[src/rtl/multicycle_controller.sv]
// Main control FSM for the multicycle RV32I datapath: sequences fetch/decode/execute/memory/writeback.
// Optional feature: define ILLEGAL_TRAP_EN to trap unknown opcodes in a sticky TRAP state.
module multicycle_controller #(
  parameter int CNT_W = 32
) (
  input  logic             clk,
  input  logic             reset,
  input  logic [6:0]       op,
  input  logic [2:0]       funct3,
  input  logic             funct7b5,
  input  logic             zero,
  input  logic             mem_ready,
  output logic             pc_write,
  output logic             adr_src,
  output logic             mem_write,
  output logic             ir_write,
  output logic [1:0]       result_src,
  output logic [1:0]       alu_src_a,
  output logic [1:0]       alu_src_b,
  output logic [2:0]       alu_control,
  output logic [1:0]       imm_src,
  output logic             reg_write,
  output logic [CNT_W-1:0] instret,
  output logic             illegal
);

  localparam logic [6:0] OP_LW   = 7'b0000011;
  localparam logic [6:0] OP_SW   = 7'b0100011;
  localparam logic [6:0] OP_R    = 7'b0110011;
  localparam logic [6:0] OP_I    = 7'b0010011;
  localparam logic [6:0] OP_BEQ  = 7'b1100011;
  localparam logic [6:0] OP_JAL  = 7'b1101111;

  localparam logic [2:0] ALU_ADD = 3'b000;
  localparam logic [2:0] ALU_SUB = 3'b001;
  localparam logic [2:0] ALU_AND = 3'b010;
  localparam logic [2:0] ALU_OR  = 3'b011;
  localparam logic [2:0] ALU_SLT = 3'b101;

  typedef enum logic [3:0] {
    S_FETCH    = 4'd0,
    S_DECODE   = 4'd1,
    S_MEMADR   = 4'd2,
    S_MEMREAD  = 4'd3,
    S_MEMWB    = 4'd4,
    S_MEMWRITE = 4'd5,
    S_EXECUTER = 4'd6,
    S_EXECUTEI = 4'd7,
    S_ALUWB    = 4'd8,
    S_BEQ      = 4'd9,
`ifdef ILLEGAL_TRAP_EN
    S_JAL      = 4'd10,
    S_TRAP     = 4'd11
`else
    S_JAL      = 4'd10
`endif
  } state_t;

  state_t           state_reg;
  state_t           state_next;
  logic [CNT_W-1:0] instret_reg;
  logic             retire;
  logic [2:0]       alu_dec;

  // ALU decode for R/I-type (ALUOp = 10); op[5] separates R-type sub from addi.
  always_comb begin
    alu_dec = ALU_ADD;
    case (funct3)
      3'b000:  alu_dec = (funct7b5 && op[5]) ? ALU_SUB : ALU_ADD;
      3'b010:  alu_dec = ALU_SLT;
      3'b110:  alu_dec = ALU_OR;
      3'b111:  alu_dec = ALU_AND;
      default: alu_dec = ALU_ADD;
    endcase
  end

  always_comb begin
    state_next  = state_reg;
    pc_write    = 1'b0;
    adr_src     = 1'b0;
    mem_write   = 1'b0;
    ir_write    = 1'b0;
    result_src  = 2'b00;
    alu_src_a   = 2'b00;
    alu_src_b   = 2'b00;
    alu_control = ALU_ADD;
    imm_src     = 2'b00;
    reg_write   = 1'b0;
    retire      = 1'b0;
`ifdef ILLEGAL_TRAP_EN
    illegal     = 1'b0;
`endif
    case (state_reg)
      S_FETCH: begin
        alu_src_b  = 2'b10;
        result_src = 2'b10;
        if (mem_ready) begin
          ir_write   = 1'b1;
          pc_write   = 1'b1;
          state_next = S_DECODE;
        end
      end
      S_DECODE: begin
        // Branch target is precomputed here into ALUOut from OldPC + B-immediate.
        alu_src_a = 2'b01;
        alu_src_b = 2'b01;
        imm_src   = 2'b10;
        case (op)
          OP_LW, OP_SW: state_next = S_MEMADR;
          OP_R:         state_next = S_EXECUTER;
          OP_I:         state_next = S_EXECUTEI;
          OP_BEQ:       state_next = S_BEQ;
          OP_JAL:       state_next = S_JAL;
`ifdef ILLEGAL_TRAP_EN
          default:      state_next = S_TRAP;
`else
          default:      state_next = S_FETCH;
`endif
        endcase
      end
      S_MEMADR: begin
        alu_src_a  = 2'b10;
        alu_src_b  = 2'b01;
        imm_src    = (op == OP_LW) ? 2'b00 : 2'b01;
        state_next = (op == OP_LW) ? S_MEMREAD : S_MEMWRITE;
      end
      S_MEMREAD: begin
        adr_src = 1'b1;
        if (mem_ready) state_next = S_MEMWB;
      end
      S_MEMWB: begin
        result_src = 2'b01;
        reg_write  = 1'b1;
        retire     = 1'b1;
        state_next = S_FETCH;
      end
      S_MEMWRITE: begin
        adr_src   = 1'b1;
        mem_write = 1'b1;
        if (mem_ready) begin
          retire     = 1'b1;
          state_next = S_FETCH;
        end
      end
      S_EXECUTER: begin
        alu_src_a   = 2'b10;
        alu_control = alu_dec;
        state_next  = S_ALUWB;
      end
      S_EXECUTEI: begin
        alu_src_a   = 2'b10;
        alu_src_b   = 2'b01;
        alu_control = alu_dec;
        state_next  = S_ALUWB;
      end
      S_ALUWB: begin
        reg_write  = 1'b1;
        retire     = 1'b1;
        state_next = S_FETCH;
      end
      S_BEQ: begin
        alu_src_a   = 2'b10;
        alu_control = ALU_SUB;
        pc_write    = zero;
        retire      = 1'b1;
        state_next  = S_FETCH;
      end
      S_JAL: begin
        // PC+4 link value goes through ALUWB, which is where JAL retires.
        alu_src_a  = 2'b01;
        alu_src_b  = 2'b10;
        pc_write   = 1'b1;
        state_next = S_ALUWB;
      end
`ifdef ILLEGAL_TRAP_EN
      S_TRAP: begin
        illegal    = 1'b1;
        state_next = S_TRAP;
      end
`endif
      default: state_next = S_FETCH;
    endcase

    // Architectural side effects are suppressed in any cycle that reset is high.
    if (reset) begin
      pc_write  = 1'b0;
      ir_write  = 1'b0;
      mem_write = 1'b0;
      reg_write = 1'b0;
      retire    = 1'b0;
`ifdef ILLEGAL_TRAP_EN
      illegal   = 1'b0;
`endif
    end
  end

`ifndef ILLEGAL_TRAP_EN
  assign illegal = 1'b0;
`endif

  always_ff @(posedge clk) begin
    if (reset) begin
      state_reg   <= S_FETCH;
      instret_reg <= '0;
    end else begin
      state_reg <= state_next;
      if (retire) instret_reg <= instret_reg + CNT_W'(1);
    end
  end

  assign instret = instret_reg;

endmodule

[config.mk]
export PLATFORM = sky130hd
export DESIGN_NAME = multicycle_controller
export DESIGN_NICKNAME = d
export VERILOG_FILES = /design/src/rtl/multicycle_controller.sv
export SDC_FILE = /design/constraint.sdc
export NUM_CORES = 1
export LEC_CHECK = 0
export BUFFER_PORTS_ARGS = -buffer_cell sky130_fd_sc_hd__buf_4
export CORE_MARGIN = 2
export CORE_UTILIZATION = 50
export DETAILED_ROUTE_END_ITERATION = 6
export PLACE_DENSITY = 0.86
export SYNTH_ARGS = -nofsm -noshare
export SYNTH_HDL_FRONTEND = slang
export SYNTH_SLANG_ARGS = --single-unit
[constraint.sdc]
create_clock -name clk -period 2.2 [get_ports clk]
set_input_delay 0.22 -clock clk [delete_from_list [all_inputs] [get_ports clk]]
set_output_delay 0.22 -clock clk [all_outputs]
set_load 0.05 [all_outputs]
==> results of run 1 <==
## cells in the mapped netlist (3+ instances only)
cell,instances,area (um2)
clkbuf_1,12,45.0
dfxtp_1,36,721
o21ai_0,15,75.1
nor2b_1,3,18.8
nor4_1,8,50.1
xnor2_1,14,123
and4_1,3,26.3
nor3b_1,5,37.5
xor2_1,8,70.1
nand4_1,11,68.8
nand2b_1,4,25.0
a21oi_1,19,95.1
inv_1,6,22.5
nand3b_1,4,30.0
nor2_1,34,128
nand3_1,13,65.1
nand2_1,18,67.6
or3_1,10,62.6
nor3_1,13,65.1
## area by class of cell
class	instances	area [um2]	share of cell area
Clock buffer	7	96.3	0.0341
Inverter	6	22.5	0.00796
Multi-Input combinational cell	217	1400	0.493
Sequential cell	36	722	0.255
Tap cell	50	62.6	0.0221
Timing Repair Buffer	69	531	0.188
## power groups by stage
stage          clock [W]  combinational (W)  sequential, W
6_report        0.000513           0.000213       0.000656
5_1_grt         0.000550           0.000229       0.000656
3_3_place_gp           0           0.000209       0.000671
4_1_cts         0.000518           0.000212       0.000656
2_1_floorplan          0           0.000141       0.000673
3_5_place_dp           0           0.000211       0.000671
## repair_timing
item                                    4_1_cts  5_1_grt
setup buffers                                 0        0
endpoints found under the setup margin        0        7
gates resized for setup                       0        3
hold buffers                                  0        0
## final timing paths
check         startpoint      endpoint  slack, ns  cells after the start
max reg2reg   instret[0]   instret[30]       0.12                      6
min            mem_ready  state_reg[1]       0.28                      4
min reg2reg  instret[31]   instret[31]       0.50                      2
max           instret[0]   instret[30]       0.12                      6
## cells by family after synthesis
kind of cell	after synthesis	share of synthesized area
compound gates	50	0.140
xor+xnor	22	0.0897
fa+ha+maj	1	0.00583
buf+inv	23	0.0466
flops	36	0.336
mux	1	0.00466
other cells	1	0.00175
simple gates	142	0.376
## metrics by stage
stage / hold WS, ns / utilization
after floorplan: 0.442 / -
after global placement: 0.468 / 0.670
after detailed placement: 0.492 / 0.670
after CTS: 0.282 / 0.693
after global routing: 0.289 / 0.697
final: 0.282 / 0.697
## layer usage
metal  vias to the layer above  share of wire  global-route usage
met5                         -              0                   0
met4                         0          0.017               0.105
met3                        10          0.071              0.0698
met2                       101           0.50               0.407
met1                      1072           0.42               0.296
li1                       1116              -                   -
## worst max-delay path, cell delays in order, from the launching register on
cell,delay [ns]
dfxtp_1,0.42
ha_1,0.22
nand2_1,0.07
nor4b_1,0.50
nand3_2,0.26
or3_1,0.41
a21oi_1,0.14
==> impl_metrics.csv, run 1 <==
group,metric,value,unit
status,status,"complete, no violations",
global_routing,grt_overflow,0,
yosys,syn_avg_cell_area,7.78,um2
global_routing,grt_antenna_before_repair,0,
final_layout,finalNonFillerCells,385,
floorplanning,coreArea,0.00406,mm2
yosys,synth_cells,276,
power,p_comb_frac,0.154,
yosys,synthArstFlopShare,0,
routing,via_per_inst,5.97,
clocking,clkSinkCount,36,
clocking,clkTransAtPathRegs,0.07,ns
routing,wl,5.95,mm
global_routing,grt_usage,0.245,
yosys,ys_types,50,
power,seq_power_share,0.475,
final_layout,largest_reg_flops,32,
final_layout,final_area,0.00283,mm2
clocking,clock_path_buffers,2,
routing,antenna_left,0,
place,place_area,0.00272,mm2
floorplanning,fp.dieH,69.5,um
routing,drt-pass1-iter-count,4,
place,hpwl,4.24,mm
routing,routed-via-count,2299,
power,p_sw,0.000378,W
clocking,numCtsBuffers,5,
global_routing,grt_pass1_wl,9.78,mm
place,place_ws,0.148,ns
power,p_sw_frac,0.274,
floorplanning,die_w,69.5,um
sta,min_period,2.08,ns
sta,fmax,0.481,GHz
min_path,hp-class,"in2reg",
sta,finalCritPeriodShare,0.946,
sta,worst_pin_slew,0.522,ns
final_layout,drive_gt1_frac,0.278,
routing,wire_per_inst,15.5,um
sta,fin_skew,0.00734,ns
yosys,synth_edf_count,0,
place,port_buffers,62,
setup_path,required,2.43,ns
yosys,yosys_most_used_dff,"dfxtp_1",
final_layout,mostFrequentLayoutCells,"68 x buf_4, 35 x dfxtp_1, 34 x nor2_1",
yosys,yosysWarnings,0,
power,clkPwrFrac,0.371,
power,finalPower,0.00138,W
sta,relSlewSlack,0.647,
routing,drc,0,
sta,finalMaxSlewViolations,0,
final_layout,fin_nets,351,
place,gp_congestion,0.896,
floorplanning,ios,64,
floorplanning,num_rows,23,
setup_path,worstSetupPathType,"reg2reg",
global_routing,grt_max_degree,42,
final_layout,n_antenna_cell,0,
routing,initialDrtViolationCount,211,
flow_run,maxCapViolCount,0,
final_layout,fillers,334,
yosys,synth.net_count,292,
setup_path,crit_fanout,11,
setup_path,cp.arrival,2.31,ns
sta,setup_ws,0.119,ns
power,leakagePower,1.09,nW
clocking,clockRootBuffer,"clkbuf_8",
power,peakVddDrop,0.000252,V
place,placed_cells,378,
clocking,cts_max_level,2,
sta,tns,0,ns
power,power.density,489,mW/mm2
yosys,synth_seq_area_share,0.336,
clocking,cts_tree,"yes",
power,p_int,0.00100,W
yosys,ys_seq_elements,36,
clocking,clk-insertion-delay-late,0.29,ns
sta,hold_violations,0,
global_routing,grt_pass1_vias,2171,
setup_path,end_kind,"flip-flop",
floorplanning,dieArea,0.00483,mm2
final_layout,area_growth,31.8,%
yosys,syn-cell-area,0.00215,mm2
sta,setup_viol,0,
setup_path,critPathLaunchType,"flip-flop",
final_layout,layout_commonest_cell,"buf_4",
floorplanning,initial_core_util,0.529,
Note: power is estimated with default switching activity, not from simulation.
==> run 2: changes to the inputs <==
clock period = 2.64 ns   (was 2.2 ns; I/O delays follow)
==> run 2 against run 1 <==
  * Die area unchanged
  * Core utilization down 2.5 points
  * Routed wire length down 8.4%
  * Sequential power down 15%
  * Design area down 3.6%
  * Global-route usage down 1.1 points
  * Critical path type is now reg2out
  * Non-clock buffer count down 5
  * Via count down 3.9%
  * Register-to-register slack better by 0.31 ns
  * Clock power down 20%
  * Sequential share of layout area up 0.91 points
  * Cell count down 1.0%
==> impl_metrics.csv, run 2 (synthesis gave the netlist of run 1 again) <==
group,metric,value,unit
status,status,"complete, no violations",
sta,hold_violations,0,
clocking,postCtsHoldBufs,0,
routing,initialDrtViolationCount,169,
min_path,hp-class,"in2reg",
final_layout,mostFrequentLayoutCells,"64 x buf_4, 36 x dfxtp_1, 34 x nor2_1",
sta,min_period,2.33,ns
flow_run,maxCapViolCount,0,
clocking,post_cts_buffers,0,
sta,finalCritPeriodShare,0.882,
final_layout,area_growth,27.0,%
sta,setup_viol,0,
place,hpwl,4.07,mm
power,leakagePower,1.03,nW
routing,drc,0,
clocking,clk-insertion-delay-late,0.29,ns
floorplanning,die_w,69.5,um
sta,finalMaxSlewViolations,0,
global_routing,grt_max_degree,42,
setup_path,critPathLaunchType,"flip-flop",
power,power.density,415,mW/mm2
floorplanning,fp.dieH,69.5,um
sta,rsz0062_at_grt,"false",
routing,routed-via-count,2209,
setup_path,cp.arrival,2.07,ns
floorplanning,num_rows,23,
floorplanning,ios,64,
global_routing,grt_antenna_before_repair,0,
place,port_buffers,62,
sta,worst_pin_slew,0.802,ns
setup_path,end_kind,"output pin",
clocking,cts_max_level,2,
sta,fmax,0.429,GHz
sta,fin_skew,0.00350,ns
routing,wire_per_inst,14.3,um
sta,tns,0,ns
clocking,numCtsBuffers,5,
routing,wl,5.45,mm
routing,drt-pass1-iter-count,4,
clocking,clkSinkCount,36,
floorplanning,dieArea,0.00483,mm2
final_layout,fillers,336,
sta,relSlewSlack,0.465,
final_layout,n_antenna_cell,0,
setup_path,worstSetupPathType,"reg2out",
clocking,clockRootBuffer,"clkbuf_8",
setup_path,required,2.38,ns
place,place_area,0.00264,mm2
global_routing,grt_pass1_wl,9.32,mm
routing,via_per_inst,5.80,
global_routing,grt_pass1_vias,2063,
setup_path,crit_fanout,25,
final_layout,layout_commonest_cell,"buf_4",
clocking,clkTransAtPathRegs,0.07,ns
global_routing,grt_overflow,0,
global_routing,grt_usage,0.234,
power,peakVddDrop,0.000199,V
floorplanning,coreArea,0.00406,mm2
place,gp_congestion,0.847,
final_layout,largest_reg_flops,32,
final_layout,final_area,0.00273,mm2
final_layout,fin_nets,346,
floorplanning,initial_core_util,0.529,
clocking,clock_path_buffers,2,
clocking,cts-resized-gates,0,
clocking,cts_tree,"yes",
routing,antenna_left,0,
final_layout,drive_gt1_frac,0.248,
[run 2: path summary, 6_finish.rpt]
path / depth (start not counted) / slack [ns] / start / endpoint
setup / recovery: 5 / 0.31 / state_reg[1] / pc_write
hold / removal: 4 / 0.34 / op[4] / state_reg[1]
setup reg to reg: 5 / 0.43 / state_reg[2] / instret[29]
hold reg to reg: 2 / 0.51 / instret[31] / instret[31]
[run 2: through the flow]
stage	hold WS, ns	util	worst slack (ns)	power (W)	std cells
after global routing	0.361	0.672	0.119	0.00117	381
after floorplan	0.486	-	-0.133	0.000676	276
after CTS	0.341	0.672	0.315	0.00114	381
after global placement	0.473	0.650	0.569	0.000730	373
after detailed placement	0.501	0.650	0.487	0.000731	373
final	0.342	0.672	0.310	0.00113	381
[run 2: critical path, stage by stage, from the launching register on]
cell and delay (ns):
dfxtp_1 0.84, nor2b_1 0.35, a21o_1 0.12, a21oi_1 0.05, nor3_1 0.17, buf_4 0.23
[run 2: final cells by class]
cell class                      instances  area [um2]  share of cell area
Clock buffer                            8        90.1              0.0330
Inverter                                6        22.5             0.00826
Multi-Input combinational cell        217        1350               0.495
Sequential cell                        36         721               0.264
Tap cell                               50        62.6              0.0229
Timing Repair Buffer                   64         480               0.176
[run 2: metal layers]
metal	vias up	part of all wire	track usage
li1	1096	-	-
met1	1025	0.44	0.295
met2	81	0.47	0.379
met3	7	0.077	0.0698
met4	0	0.013	0.0806
met5	-	0	0
[run 2: where the power goes]
part           switching, W  total (W)  internal [W]  leakage, nW
logic              0.000107   0.000163     0.0000555        0.695
registers         0.0000113   0.000557      0.000545        0.290
clock network      0.000198   0.000411      0.000213       0.0455
